===== src/rtl/cpu_pkg.sv =====
// Shared definitions for the 8-bit accumulator CPU: opcodes, ALU codes,
// and the sequencer state encoding.
package cpu_pkg;

  localparam logic [3:0] OP_NOP = 4'h0;
  localparam logic [3:0] OP_LDA = 4'h1;
  localparam logic [3:0] OP_STA = 4'h2;
  localparam logic [3:0] OP_ADD = 4'h3;
  localparam logic [3:0] OP_SUB = 4'h4;
  localparam logic [3:0] OP_AND = 4'h5;
  localparam logic [3:0] OP_OR  = 4'h6;
  localparam logic [3:0] OP_XOR = 4'h7;
  localparam logic [3:0] OP_JMP = 4'h8;
  localparam logic [3:0] OP_JZ  = 4'h9;
  localparam logic [3:0] OP_LDI = 4'hA;
  localparam logic [3:0] OP_HLT = 4'hF;

  localparam logic [3:0] ALU_ADD = 4'd0;
  localparam logic [3:0] ALU_SUB = 4'd1;
  localparam logic [3:0] ALU_AND = 4'd2;
  localparam logic [3:0] ALU_OR  = 4'd3;
  localparam logic [3:0] ALU_XOR = 4'd4;

  typedef enum logic [2:0] {
    ST_IDLE      = 3'd0,
    ST_FETCH     = 3'd1,
    ST_DECODE    = 3'd2,
    ST_OPERAND   = 3'd3,
    ST_EXECUTE   = 3'd4,
    ST_WRITEBACK = 3'd5,
    ST_HALT      = 3'd6
  } state_e;

endpackage


===== src/rtl/opcode_decoder.sv =====
// Pure combinational opcode classification, shared with trace/disassembly tools.
module opcode_decoder
  import cpu_pkg::*;
(
  input  logic [3:0] opcode,
  output logic       two_byte,
  output logic       is_mem_read,
  output logic       is_store,
  output logic       is_alu,
  output logic [3:0] alu_op
);

  // Opcode to instruction-class lookup; B..E fall through as one-byte NOPs
  always_comb begin
    two_byte    = 1'b0;
    is_mem_read = 1'b0;
    is_store    = 1'b0;
    is_alu      = 1'b0;
    alu_op      = ALU_ADD;
    case (opcode)
      OP_LDA: begin two_byte = 1'b1; is_mem_read = 1'b1; end
      OP_STA: begin two_byte = 1'b1; is_store = 1'b1; end
      OP_ADD: begin two_byte = 1'b1; is_mem_read = 1'b1; is_alu = 1'b1; alu_op = ALU_ADD; end
      OP_SUB: begin two_byte = 1'b1; is_mem_read = 1'b1; is_alu = 1'b1; alu_op = ALU_SUB; end
      OP_AND: begin two_byte = 1'b1; is_mem_read = 1'b1; is_alu = 1'b1; alu_op = ALU_AND; end
      OP_OR:  begin two_byte = 1'b1; is_mem_read = 1'b1; is_alu = 1'b1; alu_op = ALU_OR;  end
      OP_XOR: begin two_byte = 1'b1; is_mem_read = 1'b1; is_alu = 1'b1; alu_op = ALU_XOR; end
      OP_JMP, OP_JZ, OP_LDI: two_byte = 1'b1;
      default: two_byte = 1'b0;
    endcase
  end

endmodule


===== src/rtl/control_unit.sv =====
// Multi-cycle fetch/decode/execute sequencer for the 8-bit accumulator CPU.
// Control outputs decode combinationally from the registered state/ir/opr.
module control_unit
  import cpu_pkg::*;
(
  input  logic       clk,
  input  logic       reset,
  input  logic       start,
  input  logic [7:0] pc_value,
  input  logic [7:0] mem_rdata,
  input  logic       zero_flag,
  output logic [7:0] mem_addr,
  output logic       mem_we,
  output logic       pc_load,
  output logic       pc_increment,
  output logic [7:0] pc_target,
  output logic       acc_load,
  output logic       acc_src_sel,
  output logic [3:0] alu_op,
  output logic       halted,
  output logic [2:0] state
);

  state_e     state_q, state_d;
  logic [3:0] ir_q, ir_d;
  logic [7:0] opr_q, opr_d;

  logic [3:0] dec_opcode;
  logic       dec_two_byte, dec_mem_read, dec_store, dec_alu;
  logic [3:0] dec_alu_op;

  // In DECODE the opcode is still on the memory bus; afterwards it lives in ir
  assign dec_opcode = (state_q == ST_DECODE) ? mem_rdata[7:4] : ir_q;

  opcode_decoder u_dec (
    .opcode      (dec_opcode),
    .two_byte    (dec_two_byte),
    .is_mem_read (dec_mem_read),
    .is_store    (dec_store),
    .is_alu      (dec_alu),
    .alu_op      (dec_alu_op)
  );

  assign state = state_q;

  // Next-state, register updates and control strobes
  always_comb begin
    state_d      = state_q;
    ir_d         = ir_q;
    opr_d        = opr_q;
    mem_addr     = pc_value;
    mem_we       = 1'b0;
    pc_load      = 1'b0;
    pc_increment = 1'b0;
    pc_target    = 8'h00;
    acc_load     = 1'b0;
    acc_src_sel  = 1'b0;
    alu_op       = ALU_ADD;
    halted       = 1'b0;
    case (state_q)
      ST_IDLE: begin
        if (start) state_d = ST_FETCH;
        else       state_d = ST_IDLE;
      end
      ST_FETCH: begin
        pc_increment = 1'b1;
        state_d      = ST_DECODE;
      end
      ST_DECODE: begin
        ir_d = mem_rdata[7:4];
        if (mem_rdata[7:4] == OP_HLT) begin
          state_d = ST_HALT;
        end else if (dec_two_byte) begin
          pc_increment = 1'b1;
          state_d      = ST_OPERAND;
        end else begin
          state_d = ST_FETCH;
        end
      end
      ST_OPERAND: begin
        opr_d = mem_rdata;
        if (dec_mem_read || dec_store) begin
          state_d = ST_EXECUTE;
        end else begin
          state_d = ST_FETCH;
          case (ir_q)
            OP_LDI: begin acc_load = 1'b1; acc_src_sel = 1'b1; end
            OP_JMP: begin pc_load = 1'b1; pc_target = mem_rdata; end
            OP_JZ:  begin pc_load = zero_flag; pc_target = mem_rdata; end
            default: pc_load = 1'b0;
          endcase
        end
      end
      ST_EXECUTE: begin
        mem_addr = opr_q;
        if (dec_store) begin
          mem_we  = 1'b1;
          state_d = ST_FETCH;
        end else begin
          state_d = ST_WRITEBACK;
        end
      end
      ST_WRITEBACK: begin
        acc_load = 1'b1;
        if (dec_alu) begin
          acc_src_sel = 1'b0;
          alu_op      = dec_alu_op;
        end else begin
          acc_src_sel = 1'b1;
        end
        state_d = ST_FETCH;
      end
      ST_HALT: begin
        halted  = 1'b1;
        state_d = ST_HALT;
      end
      default: state_d = ST_IDLE;
    endcase
  end

  // Sequencer state and instruction/operand holding registers
  always_ff @(posedge clk or negedge reset) begin
    if (!reset) begin
      state_q <= ST_IDLE;
      ir_q    <= 4'h0;
      opr_q   <= 8'h00;
    end else begin
      state_q <= state_d;
      ir_q    <= ir_d;
      opr_q   <= opr_d;
    end
  end

endmodule

===== config.mk =====
export PLATFORM = sky130hd
export DESIGN_NAME = control_unit
export DESIGN_NICKNAME = d
export VERILOG_FILES = /design/src/rtl/cpu_pkg.sv /design/src/rtl/opcode_decoder.sv /design/src/rtl/control_unit.sv
export SDC_FILE = /design/constraint.sdc
export NUM_CORES = 1
export LEC_CHECK = 0
export ABC_AREA = 0
export BUFFER_PORTS_ARGS = -buffer_cell sky130_fd_sc_hd__buf_2
export CORE_ASPECT_RATIO = 1.25
export CORE_MARGIN = 2
export CORE_UTILIZATION = 45
export DETAILED_ROUTE_END_ITERATION = 8
export PLACE_DENSITY = 0.76
export SETUP_SLACK_MARGIN = 0.3
export SKIP_LAST_GASP = 1
export SLEW_MARGIN = 20
export SYNTH_ARGS = -nofsm -noshare
export SYNTH_HDL_FRONTEND = slang
export SYNTH_SLANG_ARGS = --single-unit

===== constraint.sdc =====
create_clock -name clk -period 4.5 [get_ports clk]
set_input_delay 0.9 -clock clk [delete_from_list [all_inputs] [get_ports clk]]
set_output_delay 0.9 -clock clk [all_outputs]
set_load 0.005 [all_outputs]

# Word level (Yosys, flattened, before mapping)
# Index checks and enable logic that the tools add are counted.
[word_totals] in_bits=20 output_inout_bits=29 wordCells=61 register_bits=15
[op_classes] muxes=32 n_eq_ne=20 reduce_logical=6
[op_table] cell="2-to-1 mux 8 bit" n=4
[op_table] cell="== test 4 bit, second input constant" n=7
[op_table] cell="case mux 3 bit (7 select lines)" n=1
[op_table] cell="== test 4 x 3 -> 1 bit, second input constant" n=4
[op_table] cell="2-to-1 mux 1 bit" n=15
[op_table] cell="2-to-1 mux 4 bit" n=3
[op_table] cell="case mux 3 bit (4 select lines)" n=1
[op_table] cell="OR reduction 10 bit" n=1
[op_table] cell="== test 3 bit, second input constant" n=3
[op_table] cell="2-to-1 mux 3 bit" n=3
[op_table] cell="== test 4 x 2 -> 1 bit, second input constant" n=2
[op_table] cell="case mux 1 bit (2 select lines)" n=4
[op_table] cell="== test 3 x 2 -> 1 bit, second input constant" n=2
[op_table] cell="OR reduction 6 bit" n=1
[op_table] cell="OR reduction 5 bit" n=1
[op_table] cell="== test 4 x 1 -> 1 bit, second input constant" n=1
[op_table] cell="== test 3 x 1 -> 1 bit, second input constant" n=1
[op_table] cell="zero test 3 bit" n=1
[op_table] cell="2-to-1 mux 2 bit" n=1
[op_table] cell="OR reduction 2 bit" n=1
[op_table] cell="logical OR 1 bit" n=1

# Longest topological paths before layout
[depth] ltp_word=8 mapped_depth=6 ltp_nobuf=4

# Modules after synthesis
# Synthesis repeated with hierarchy kept, for this count alone.
[hier_totals] hier_cells=101 area_unflattened_um2=1057.3
[modules_own_cells] module="control_unit" cells_per_inst=85 seq_area_each_um2=375.4 area_each_um2=963.4 n_inst=1
[modules_own_cells] module="opcode_decoder" cells_per_inst=16 seq_area_each_um2=0.0 area_each_um2=93.8 n_inst=1

# Worst setup path before layout
# Ideal clock, no wire load.
[synth_path] kind="in2out" start="in mem_rdata[5]" end="out acc_src_sel" setup_slack_ps=2068 arrival_time_ps=1532 cell_stages=3 n_path_buf=0 required_time_ps=3600 path_cell_list="a21o_1 > mux2_2 > a21boi_0"
[synth_between] elab_chain_cells=7 word_cells_on_any_way=17 classes_between="eq/ne (7); mux (7); reduce/logical (3)"
[synth_lines] item="from (decl)" line_no="control_unit.sv:10" text="input logic [7:0] mem_rdata,"
[synth_lines] item="2-to-1 mux 4 bit *"
[synth_lines] item="== test 4 x 1 -> 1 bit (tied with other cells)" line_no="opcode_decoder.sv:20" text="case (opcode)"
[synth_lines] item="OR reduction 6 bit (no line)"
[synth_lines] item="2-to-1 mux 1 bit" line_no="opcode_decoder.sv:20"
[synth_lines] item="logical OR 1 bit" line_no="control_unit.sv:82" text="if (dec_mem_read || dec_store) begin"
[synth_lines] item="2-to-1 mux 1 bit" line_no="control_unit.sv:82"
[synth_lines] item="case mux 1 bit (2 select lines) *" line_no="control_unit.sv:60" text="case (state_q)"
[synth_lines] item="to (decl)" line_no="control_unit.sv:18" text="output logic acc_src_sel,"
# Every way passes the cells marked *; elsewhere a longest branch is shown, timed or not.

# Worst setup path in the final report
[layout_path] start="reg state_q[2], in the netlist state[2]" end="out pc_load"
[layout_between] elab_chain_cells=8 word_cells_on_any_way=16 classes_between="eq/ne (9); mux (5); reduce/logical (2)"
[layout_lines] item="from (decl)" line_no="control_unit.sv:24" text="state_e state_q, state_d;"
[layout_lines] item="from (signal assigned)" line_no="control_unit.sv:128" text="state_q <= state_d;"
[layout_lines] item="== test 3 x 2 -> 1 bit" line_no="control_unit.sv:33" text="assign dec_opcode = (state_q == ST_DECODE) ? mem_rdata[7:4] : ir_q;"
[layout_lines] item="2-to-1 mux 4 bit"
[layout_lines] item="== test 4 x 1 -> 1 bit (tied with other cells)" line_no="opcode_decoder.sv:20"
[layout_lines] item="OR reduction 6 bit (no line)"
[layout_lines] item="2-to-1 mux 1 bit" line_no="opcode_decoder.sv:20"
[layout_lines] item="logical OR 1 bit" line_no="control_unit.sv:82"
[layout_lines] item="2-to-1 mux 1 bit" line_no="control_unit.sv:82"
[layout_lines] item="2-to-1 mux 1 bit *" line_no="control_unit.sv:60"
[layout_lines] item="to (decl)" line_no="control_unit.sv:14" text="output logic pc_load,"
# Marked as above.

==> run metrics <==
final number of max-transition violations=0; clock slew at reported path FFs=0.10 ns; outcome=completed; required time of the critical path=3.60 ns; proportion of layout cells with a drive suffix above 1=0.532; Final min period=3.07 ns; deepest clock path buffer count=2; power share of the clock group=0.111; final number of hold-violating endpoints=0; antenna violations before repair=0; 1st-iter DRT viols=14; number of global-route vias before repair=903; floorplan die width=46.8 µm; number of different library cells in the post-synthesis netlist=37; share of power burned in registers=0.408; post-cts resize count=0; overall routing resource usage=0.193; diode count=0; GRT Residual Overflow=0; Internal Pwr Total=0.425 mW; crit path cell chain=and2b_1, nand2_1, nor4b_4, a21boi_0, buf_2; Post-Syn Area per Cell=10.7 µm²; global-route wire length before repair=3950 µm; fraction of the yosys area taken by sequential cells=0.365; drt drc=0; root buffer cell=sky130_fd_sc_hd__clkbuf_4; total nets after synthesis=116; drt via density=5.25; largest clock skew in the final design=0.00594 ns; Slowest-stage cell, CP=sky130_fd_sc_hd__dfrtp_1; Yosys Warn Count=0; Most used DFF post-synth=sky130_fd_sc_hd__dfrtp_1; Sw Share=0.391; core region area=2190 µm²; number of instances in the synthesized netlist=96; First-pass DRT Iterations=4; Power Density=545 nW/µm²; unrepaired setup endpoints after global routing=no; standard-cell rows=19; DR vias=903; insertion delay to the later sink of the worst-skew pair=0.28 ns; number of nets in the finished design=162; overall die area=2690 µm²; total length of routed wires=2360 µm; signed area change from the synthesized netlist to the final layout=24.6%; starting density of the core=0.470; critical-path maximum fanout=11; routability congestion estimate from global placement=0.836; buffers and inverters on the worst path=1; number of I/O port buffers=47; count of H-tree levels built during CTS=1; Post-CTS Repair Setup Buffers=0; number of enable flip-flop cells after synthesis=0; worst setup slack after layout=1.43 ns; Final TNS setup=0 ns; Critical Path AT=2.17 ns; netlist area before placement=1030 µm²; total number of clock tree sinks=15; net switching power figure=0.273 mW; # hold bufs at CTS=0; HPWL after DPL=1820 µm; Finish-stage setup viols=0; reported max-cap violation count=0; number of storage elements in the synthesis netlist=15; largest net degree at the start of global routing=16; Antenna Nets Post-Route=0; maximum single-stage delay on the critical path=0.51 ns; static power due to leakage=0.651 nW; fraction of registers with async set/reset=1.00; peak supply drop=0.313 mV; pre-CTS worst setup slack=1.72 ns; TritonCTS clock tree=done; cell family with the largest share of critical-path delay=simple AND/OR/NAND/NOR gates; IO Count=49; crit path launch type=register; floorplan die height=57.5 µm; power share of the combinational group=0.481; Fmax=326 MHz; path type of the worst min-delay path=primary input to async pin; Crit Path Category=register to output port; Final Cycle Share=0.682; type of destination of the critical path=output port; drt wl/cell=13.7 µm; number of clock buffers inserted by TritonCTS=3
-- through the flow --
| step | hold WS (ns) | total power [mW] | utilization | cell area (µm²) | instances |
|---|---|---|---|---|---|
| final | 0.510 | 0.698 | 0.586 | 1280 | 172 |
| after floorplan | 0.474 | 0.542 | - | 1030 | 96 |
| after CTS | 0.512 | 0.702 | 0.586 | 1280 | 172 |
| after global routing | 0.537 | 0.753 | 0.586 | 1280 | 172 |
| after global placement | 0.489 | 0.617 | 0.574 | 1250 | 168 |
| after detailed placement | 0.492 | 0.625 | 0.574 | 1250 | 168 |
-- cell families after synthesis --
group,share of synthesized area
AOI/OAI and AO/OA,0.119
buffers and inverters,0.0608
xor gates and xnor gates,0.00852
muxes,0.238
other,0.00365
DFF,0.365
and+or+nand+nor,0.204
-- worst reg2reg max path: stages, from the launching register on --
cell and delay (ns):
sky130_fd_sc_hd__dfrtp_1 0.57, sky130_fd_sc_hd__nor3b_4 0.42, sky130_fd_sc_hd__mux2i_1 0.45, sky130_fd_sc_hd__a31oi_1 0.16, sky130_fd_sc_hd__a211o_1 0.29
-- placed cells by master (no fill, tap or decap), types with 2 or more instances in the layout --
cell type / n
sky130_fd_sc_hd__inv_1: 4
sky130_fd_sc_hd__nor3_1: 2
sky130_fd_sc_hd__mux2i_1: 2
sky130_fd_sc_hd__and2_1: 9
sky130_fd_sc_hd__a21boi_0: 2
sky130_fd_sc_hd__a21o_1: 2
sky130_fd_sc_hd__nor2b_1: 2
sky130_fd_sc_hd__mux2_2: 20
sky130_fd_sc_hd__dfrtp_1: 15
sky130_fd_sc_hd__a21oi_1: 2
sky130_fd_sc_hd__clkbuf_4: 3
sky130_fd_sc_hd__nand2_1: 3
sky130_fd_sc_hd__buf_2: 47
sky130_fd_sc_hd__nor2_1: 5
-- registers in the layout, indices dropped and copies added, names as in the netlist --
signal	count
opr_q	8
ir_q	4
state	3
-- layout make-up --
cell class / count / area [µm²]
Fill cell: 212 / 906
Timing Repair Buffer: 47 / 235
Sequential cell: 15 / 375
Inverter: 4 / 15.0
Tap cell: 31 / 38.8
Clock buffer: 4 / 26.3
Multi-Input combinational cell: 71 / 591
-- power groups by stage --
stage | combinational (mW) | sequential [mW] | clock (mW)
floorplan | 0.294 | 0.248 | 0
global placement | 0.333 | 0.284 | 0
detailed placement | 0.338 | 0.288 | 0
CTS | 0.340 | 0.285 | 0.0771
global route | 0.373 | 0.298 | 0.0823
finish | 0.336 | 0.285 | 0.0776
-- final timing paths --
kind	start	endpoint	slack, ns	cells after the start
worst max-delay path	state[2]	pc_load	1.43	5
worst min-delay path	reset	state[0]	0.51	1
worst max register to register	state[1]	state[0]	2.51	4
worst min register to register	opr_q[6]	opr_q[6]	0.51	1
max in group asynchronous	reset	ir_q[3]	3.73	1
min in group clk	opr_q[6]	opr_q[6]	0.51	1
-- synth_stat cells, drive strengths merged, types with 2 or more instances --
cell type | instances | area (µm²)
and2 | 10 | 63.8
nand2 | 3 | 11.3
nor2 | 5 | 18.8
dfrtp | 15 | 375
inv | 4 | 15.0
nor4b | 2 | 32.5
a41o | 2 | 21.3
a21o | 2 | 15.0
mux2 | 20 | 225
buf | 6 | 47.5
nor2b | 2 | 12.5
nor3 | 2 | 10.0
a21oi | 3 | 18.8
a21boi | 2 | 15.0
mux2i | 2 | 20.0
-- routing by layer --
layer / up-vias / wire (µm) / GRT usage
li1: 432 / - / -
met1: 431 / 969 / 0.259
met2: 38 / 1230 / 0.325
met3: 2 / 144 / 0.0190
met4: 0 / 15 / 0.0476
met5: - / 0 / 0
(Power assumes the default switching activity.)
